===== src/rtl/synth_bank_pkg.sv =====
// Shared types and constants for the synth parameter bank decoder.
// Bank indices name the fixed banks of the original five-bank map.
package synth_bank_pkg;

    typedef enum logic [1:0] {
        StIdle,
        StSettle,
        StStrobe,
        StWaitLow
    } bank_state_e;

    localparam int unsigned BANK_ENV = 0;
    localparam int unsigned BANK_OSC = 1;
    localparam int unsigned BANK_M1  = 2;
    localparam int unsigned BANK_M2  = 3;
    localparam int unsigned BANK_COM = 5;

    localparam logic [7:0] BANK_EN_DEFAULT = 8'b0010_1111;

endpackage


===== src/rtl/sync_rise_det.sv =====
// Multi-flop synchroniser for an asynchronous level, with a registered
// single-cycle pulse on each synchronised rising edge.
module sync_rise_det #(
    parameter int unsigned STAGES = 2
) (
    input  logic clk,
    input  logic rst,
    input  logic async_in,
    output logic level,
    output logic rise
);

    logic [STAGES-1:0] sync_q;
    logic              last_q;
    logic              rise_q;

    always_ff @(posedge clk) begin
        if (rst) begin
            sync_q <= '0;
            last_q <= 1'b0;
            rise_q <= 1'b0;
        end else begin
            sync_q <= {sync_q[STAGES-2:0], async_in};
            last_q <= sync_q[STAGES-1];
            rise_q <= sync_q[STAGES-1] & ~last_q;
        end
    end

    assign level = sync_q[STAGES-1];
    assign rise  = rise_q;

endmodule


===== src/rtl/syx_bank_decoder.sv =====
// Bank-select decoder and delayed write-strobe sequencer between the parameter
// receiver and the synth parameter banks, with sticky error flags and a write counter.
module syx_bank_decoder
    import synth_bank_pkg::*;
#(
    parameter int unsigned                 BANK_W      = 3,
    parameter int unsigned                 NUM_BANKS   = 8,
    parameter logic [NUM_BANKS-1:0]        BANK_EN     = NUM_BANKS'(BANK_EN_DEFAULT),
    parameter int unsigned                 SYNC_STAGES = 2,
    parameter int unsigned                 WRITE_DELAY = 2,
    parameter int unsigned                 CNT_W       = 16
) (
    input  logic                 CLOCK_25,
    input  logic                 iRST,
    input  logic                 data_ready,
    input  logic [BANK_W-1:0]    bank_adr,
    input  logic                 err_clr,
    output logic [NUM_BANKS-1:0] bank_sel,
    output logic                 write,
    output logic                 busy,
    output logic                 err_unmapped,
    output logic                 err_overrun,
    output logic [CNT_W-1:0]     wr_count
);

    localparam int unsigned DLY_W = (WRITE_DELAY > 1) ? $clog2(WRITE_DELAY) : 1;

    logic                 ready_level;
    logic                 ready_rise;
    logic [BANK_W-1:0]    adr_q;
    bank_state_e          state_q, state_d;
    logic [DLY_W-1:0]     dly_q, dly_d;
    logic [NUM_BANKS-1:0] sel_q, sel_d;
    logic                 mapped_q, mapped_d;
    logic                 write_q, write_d;
    logic                 unm_q, unm_d;
    logic                 ovr_q, ovr_d;
    logic [CNT_W-1:0]     cnt_q, cnt_d;
    logic [NUM_BANKS-1:0] req_sel;
    logic                 req_mapped;

    sync_rise_det #(
        .STAGES (SYNC_STAGES)
    ) u_ready_sync (
        .clk      (CLOCK_25),
        .rst      (iRST),
        .async_in (data_ready),
        .level    (ready_level),
        .rise     (ready_rise)
    );

    // Out-of-range addresses never match any index, so they decode to all-zero.
    always_comb begin
        req_sel = '0;
        for (int unsigned i = 0; i < NUM_BANKS; i++) begin
            if (BANK_EN[i] && (adr_q == BANK_W'(i))) begin
                req_sel[i] = 1'b1;
            end
        end
    end

    assign req_mapped = |req_sel;

    always_comb begin
        state_d  = state_q;
        dly_d    = dly_q;
        sel_d    = sel_q;
        mapped_d = mapped_q;
        write_d  = 1'b0;
        cnt_d    = cnt_q;
        unm_d    = unm_q & ~err_clr;
        ovr_d    = ovr_q & ~err_clr;
        unique case (state_q)
            StIdle: begin
                if (ready_rise) begin
                    state_d  = StSettle;
                    sel_d    = req_sel;
                    mapped_d = req_mapped;
                    dly_d    = DLY_W'(WRITE_DELAY - 1);
                    if (!req_mapped) unm_d = 1'b1;
                end
            end
            StSettle: begin
                if (ready_rise) ovr_d = 1'b1;
                if (dly_q == '0) begin
                    state_d = StStrobe;
                    write_d = mapped_q;
                    if (mapped_q) cnt_d = cnt_q + 1'b1;
                end else begin
                    dly_d = dly_q - 1'b1;
                end
            end
            StStrobe: begin
                if (ready_rise) ovr_d = 1'b1;
                state_d = StWaitLow;
            end
            StWaitLow: begin
                if (!ready_level) state_d = StIdle;
            end
            default: state_d = StIdle;
        endcase
    end

    always_ff @(posedge CLOCK_25) begin
        if (iRST) begin
            adr_q    <= '0;
            state_q  <= StIdle;
            dly_q    <= '0;
            sel_q    <= '0;
            mapped_q <= 1'b0;
            write_q  <= 1'b0;
            unm_q    <= 1'b0;
            ovr_q    <= 1'b0;
            cnt_q    <= '0;
        end else begin
            adr_q    <= bank_adr;
            state_q  <= state_d;
            dly_q    <= dly_d;
            sel_q    <= sel_d;
            mapped_q <= mapped_d;
            write_q  <= write_d;
            unm_q    <= unm_d;
            ovr_q    <= ovr_d;
            cnt_q    <= cnt_d;
        end
    end

    assign bank_sel     = sel_q;
    assign write        = write_q;
    assign busy         = (state_q != StIdle);
    assign err_unmapped = unm_q;
    assign err_overrun  = ovr_q;
    assign wr_count     = cnt_q;

endmodule

===== config.mk =====
export PLATFORM = sky130hd
export DESIGN_NAME = syx_bank_decoder
export DESIGN_NICKNAME = d
export VERILOG_FILES = /design/src/rtl/synth_bank_pkg.sv /design/src/rtl/sync_rise_det.sv /design/src/rtl/syx_bank_decoder.sv
export SDC_FILE = /design/constraint.sdc
export NUM_CORES = 1
export LEC_CHECK = 0
export BUFFER_PORTS_ARGS = -buffer_cell sky130_fd_sc_hd__buf_2
export CAP_MARGIN = 10
export CORE_AREA = 2 2 61 63
export CTS_CLUSTER_DIAMETER = 40
export DETAILED_ROUTE_END_ITERATION = 12
export DIE_AREA = 0 0 63 65
export GPL_TIMING_DRIVEN = 0
export PLACE_DENSITY = 0.66
export REMOVE_ABC_BUFFERS = 1
export SLEW_MARGIN = 5
export SYNTH_ARGS = -nofsm -noshare
export SYNTH_HDL_FRONTEND = slang
export SYNTH_SLANG_ARGS = --single-unit
export TNS_END_PERCENT = 50

===== constraint.sdc =====
create_clock -name CLOCK_25 -period 2.2 [get_ports CLOCK_25]
set_clock_uncertainty 0.2 [all_clocks]
set_input_delay 0.11 -clock CLOCK_25 [delete_from_list [all_inputs] [get_ports CLOCK_25]]
set_output_delay 0.11 -clock CLOCK_25 [all_outputs]
set_load 0.005 [all_outputs]

Word level (Yosys, flattened, before mapping):

Index checks and enable logic that the tools add are counted.

* add/subtract/negate cells: 2
* eq/ne operators: 10
* muxes and demuxes: 17
* bitwise logic cells: 7
* reductions and logical operators: 11

Operators by type and width (count)
* $add A16 B1 Y16 const B: 1
* $mux W1: 12
* $pmux W2 S4: 1
* $eq A3 B2 Y1 const B: 2
* $mux W2: 3
* $reduce_and A3 Y1: 2
* $reduce_or A5 Y1: 1
* $eq A2 B2 Y1 const B: 2
* $ne A2 B2 Y1 const B: 2
* $not A1 Y1: 4
* $reduce_and A2 Y1: 2
* $reduce_bool A2 Y1: 2
* $and A1 B1 Y1: 3
* $eq A3 B1 Y1 const B: 1
* $eq A3 B3 Y1 const B: 1
* $logic_not A3 Y1: 1
* $reduce_or A3 Y1: 1
* $eq A2 B1 Y1 const B: 1
* $logic_not A2 Y1: 1
* $ne A2 B1 Y1 const B: 1
* $pmux W1 S2: 1
* $reduce_or A2 Y1: 1
* $sub A1 B1 Y1 const B: 1

* flip-flop bits (word level): 35
* logic and storage cells: 59

Depth between registers and ports, before layout:

* depth in word-level cells: 6
* gate-level depth with buffers: 7
* gate-level depth less buffers: 6

Hierarchy:

From an unflattened synthesis, not the netlist that was laid out.

* cell total of the unflattened synthesis: 163
* area, all modules: 1461.4 µm²

Modules (own cells, without submodules)
* syx_bank_decoder: times used 1, cells each 155, area an instance 1350.0 µm²
* sync_rise_det: times used 1, cells each 8, area an instance 111.4 µm²

Worst setup path after synthesis:

No wires, ideal clock.

* kind: flip-flop to flip-flop
* start point: reg state_q[1]
* end point: reg cnt_q[15], in the netlist wr_count[15]
* arrival time: 1.644 ns
* data required time: 1.930 ns
* path slack: 0.286 ns
* stages on the path, launching flop included: 7
* period minus slack after synthesis: 1.914 ns
* cell sequence: dfxtp_1 -> inv_1 -> ha_1 -> nand3b_4 -> or2_4 -> or4_1 -> a21oi_1

* longest elaborated chain between the ends: 2

RTL lines
* start, declared: line syx_bank_decoder.sv:31 `bank_state_e state_q, state_d;`
* start signal, assigned: line syx_bank_decoder.sv:107 `state_q <= StIdle;`
* start signal, assigned: line syx_bank_decoder.sv:117 `state_q <= state_d;`
* $eq A2 B1 Y1: line syx_bank_decoder.sv:73 `unique case (state_q)`
* $reduce_and A3 Y1 (no source line)
* end signal, assigned: line syx_bank_decoder.sv:124 `cnt_q <= cnt_d;`
* end, declared: line syx_bank_decoder.sv:38 `logic [CNT_W-1:0] cnt_q, cnt_d;`

No other way between the ends.
A chain may end at the register's enable or synchronous reset.

Worst setup path after layout:

Same ends and word-level chain as after synthesis.

==> impl_metrics.tcl <==
set metrics [dict create \
    wl_met2_mm 1.383 \
    root_buffer "clkbuf_4" \
    path_clk_slew_ns 0.10 \
    synth_top_family_by_area "simple AND/OR/NAND/NOR gates" \
    synth_ff_type "dfxtp_1" \
    fp.dieH_um 65 \
    cellLeakagePower_nw 0.7691 \
    rrSetupSlack_ns 0.17 \
    numCtsBuffers 5 \
    drc 0 \
    hold_viol 0 \
    synthSimpleGateAreaFrac 0.2803 \
    wl_met3_um 176 \
    n_antenna_cell 0 \
    slew_headroom 0.6035 \
    grt_pass1_vias 1151 \
    timing.final.crit_share 0.9216 \
    slowest_stage "or4_1" \
    ys_top_cells_by_count "dfxtp_1, nor2_1, a21oi_1, nand2_1, nor2b_1" \
    synth_edf_count 0 \
    synth-seq-cells 35 \
    clock-sinks 35 \
    dieArea_mm2 0.004095 \
    synth_xor_area_frac 0.06520 \
    period_needed_ns 2.028 \
    rows 22 \
    grt_overflow 0 \
    topRoutingLayerUsed "met4" \
    yosysUniqueCellTypes 32 \
    reg2regPathDepth 6 \
    synth_compound_area_frac 0.07621 \
    irDropWorstVdd_mv 0.3956 \
    yosysMostFrequentCell "dfxtp_1" \
    crit_arrival_ns 2.09 \
    reg2reg_to "wr_count[15]$_SDFFE_PP0P_" \
    min_from "iRST" \
    required_ns 2.26 \
    yosysTopAreaCellShare 0.4742 \
    antenna_found_initial 0 \
    setup-tns-final_ns 0 \
    vias_per_cell 4.963 \
    max_freq_ghz 0.4932 \
    wl_met1_mm 1.209 \
    routed_wirelength_mm 2.783 \
    syn_avg_cell_area_um2 9.065 \
    initial_core_util 0.4227 \
    post_drt_wl_per_cell_um 11.36 \
    ys_seq_area_frac 0.4742 \
    tritoncts "done" \
    routabilityCongestion 0.7922 \
    worstMarginPinSlew_ns 0.5947 \
    outcome "completed" \
    placed_area_mm2 0.001647 \
    cp_max_fo 8 \
    final_antenna_net_count 0 \
    ctsLongestPathBuffers 2 \
    r2r_start "state_q[1]$_SDFFE_PP0P_" \
    hold_path_end "bank_sel[1]$_SDFFE_PP0P_" \
    clk_latency_ns 0.33 \
    whs_path_depth 2 \
    syn-instance-count 163 \
    io_buffers 31 \
    maxCapViolCount 0 \
    cp_slowest_stage_delay_ns 0.48 \
    grt_first_pass_wirelength_mm 4.919 \
    holdCritPathClass "in2reg" \
    yosysTopAreaCell "dfxtp_1" \
    num_vias 1216 \
    endpoint_kind "register" \
    drtPass1Iterations 4 \
    ys_top_cells_by_area "dfxtp_1, nor2_1, ha_1" \
    htree_levels 2 \
    path_class "reg2reg" \
    final_nets 211 \
    drv_slew 0 \
    synth_adder_area_share 0.05080 \
    synth-warning-count 0 \
    path_cells "inv_1, ha_2, nand3b_4, or2_4, or4_1, a21oi_1" \
    drive_gt1_frac 0.2081 \
    synthMuxAreaShare 0.006774 \
    area_delta_synth_final_pct 17.78 \
    syn_area_mm2 0.001478 \
    dpl.hpwl_mm 2.006 \
    core_area_mm2 0.003496 \
    fin_area_mm2 0.001740 \
    cts_setup_buffers 0 \
    final-setup-viol-count 0 \
    power_density_mw_per_mm2 681.4 \
    ys_async_sr_fraction 0 \
    rsz0062_at_grt "no" \
    die_width_um 63 \
    grt.total_usage 0.1522 \
    grt_max_degree 35 \
    ios 35 \
    cp-start-kind "register" \
    first_iter_violations 74 \
]
-- worst max path at each step --
stage / start / end / slack (ns)
2_1_floorplan: state_q[1]$_SDFFE_PP0P_ / wr_count[15]$_SDFFE_PP0P_ / 0.29
3_3_place_gp: state_q[1]$_SDFFE_PP0P_ / wr_count[15]$_SDFFE_PP0P_ / 0.18
3_5_place_dp: state_q[1]$_SDFFE_PP0P_ / wr_count[15]$_SDFFE_PP0P_ / 0.11
4_1_cts: state_q[1]$_SDFFE_PP0P_ / wr_count[15]$_SDFFE_PP0P_ / 0.09
5_1_grt: state_q[1]$_SDFFE_PP0P_ / wr_count[15]$_SDFFE_PP0P_ / 0.07
6_report: state_q[1]$_SDFFE_PP0P_ / wr_count[15]$_SDFFE_PP0P_ / 0.17
-- per-stage QoR --
| stage | util | hold WS, ns | total power, mW | worst slack [ns] | std cells |
|---|---|---|---|---|---|
| after floorplan | - | -0.02093 | 0.8276 | 0.2863 | 155 |
| after detailed placement | 0.4710 | 0.1216 | 0.8903 | 0.1131 | 234 |
| after CTS | 0.4971 | 0.06522 | 1.200 | 0.09402 | 245 |
| after global placement | 0.4710 | 0.1181 | 0.8780 | 0.1847 | 234 |
| final | 0.4979 | 0.06838 | 1.186 | 0.1724 | 245 |
| after global routing | 0.4979 | 0.07996 | 1.268 | 0.06909 | 245 |
-- sequential cells by signal (all words and copies together), names as in the netlist --
register	count
write	1
state_q	2
wr_count	16
bank_sel	5
mapped_q	1
u_ready_sync.sync_q	2
adr_q	3
err_overrun	1
dly_q	1
u_ready_sync.last_q	1
err_unmapped	1
u_ready_sync.rise	1
-- power by group --
| group | leakage, nW | internal, mW | switching [mW] |
|---|---|---|---|
| combinational | 0.461 | 0.0814 | 0.121 |
| clock | 0.0242 | 0.114 | 0.188 |
| sequential | 0.284 | 0.659 | 0.0225 |
| total | 0.769 | 0.854 | 0.332 |
-- area by class of cell --
class,instances,area (um^2)
clock buffer,6,41.29
fill,352,1755
inverter,3,11.26
multi-input combinational,117,721.9
sequential,35,700.7
tap,48,60.06
timing repair buffer,36,205.2
-- layer usage --
metal	track usage	vias up
met1	0.1616	562
met2	0.2726	34
met3	0.06250	2
li1	-	618
met5	0	-
met4	0.05000	0
-- cells by family after synthesis --
logic type               after synthesis
AO/OA/AOI/OAI                         20
XOR/XNOR                              11
adder cells (fa/ha/maj)                6
buffers and inverters                 13
flip-flops                            35
multiplexers                           1
other                                  1
AND/OR/NAND/NOR                       76
-- timing repair --
action / CTS / global route
gates resized for setup: 0 / 1
endpoints found under the setup margin: 0 / 1
endpoints found under the hold margin: 6 / 0
hold buffers: 5 / 0
-- worst max-delay path, delay by kind of cell, from the launching register on --
kind / cells / cell delay (ns)
adder cells (fa/ha/maj): 1 / 0.25
flip-flops: 1 / 0.35
AND/OR/NAND/NOR: 3 / 0.92
buffers and inverters: 1 / 0.11
AO/OA/AOI/OAI: 1 / 0.15
-- placed cells by master (no fill, tap or decap), types with 6 or more instances in the layout --
cell,instances
a21oi_1,12
buf_2,31
dfxtp_1,35
nand2_1,9
nand3_1,6
nor2_1,23
nor2b_1,7
xor2_1,6
Note: power is estimated with default switching activity, not from simulation.
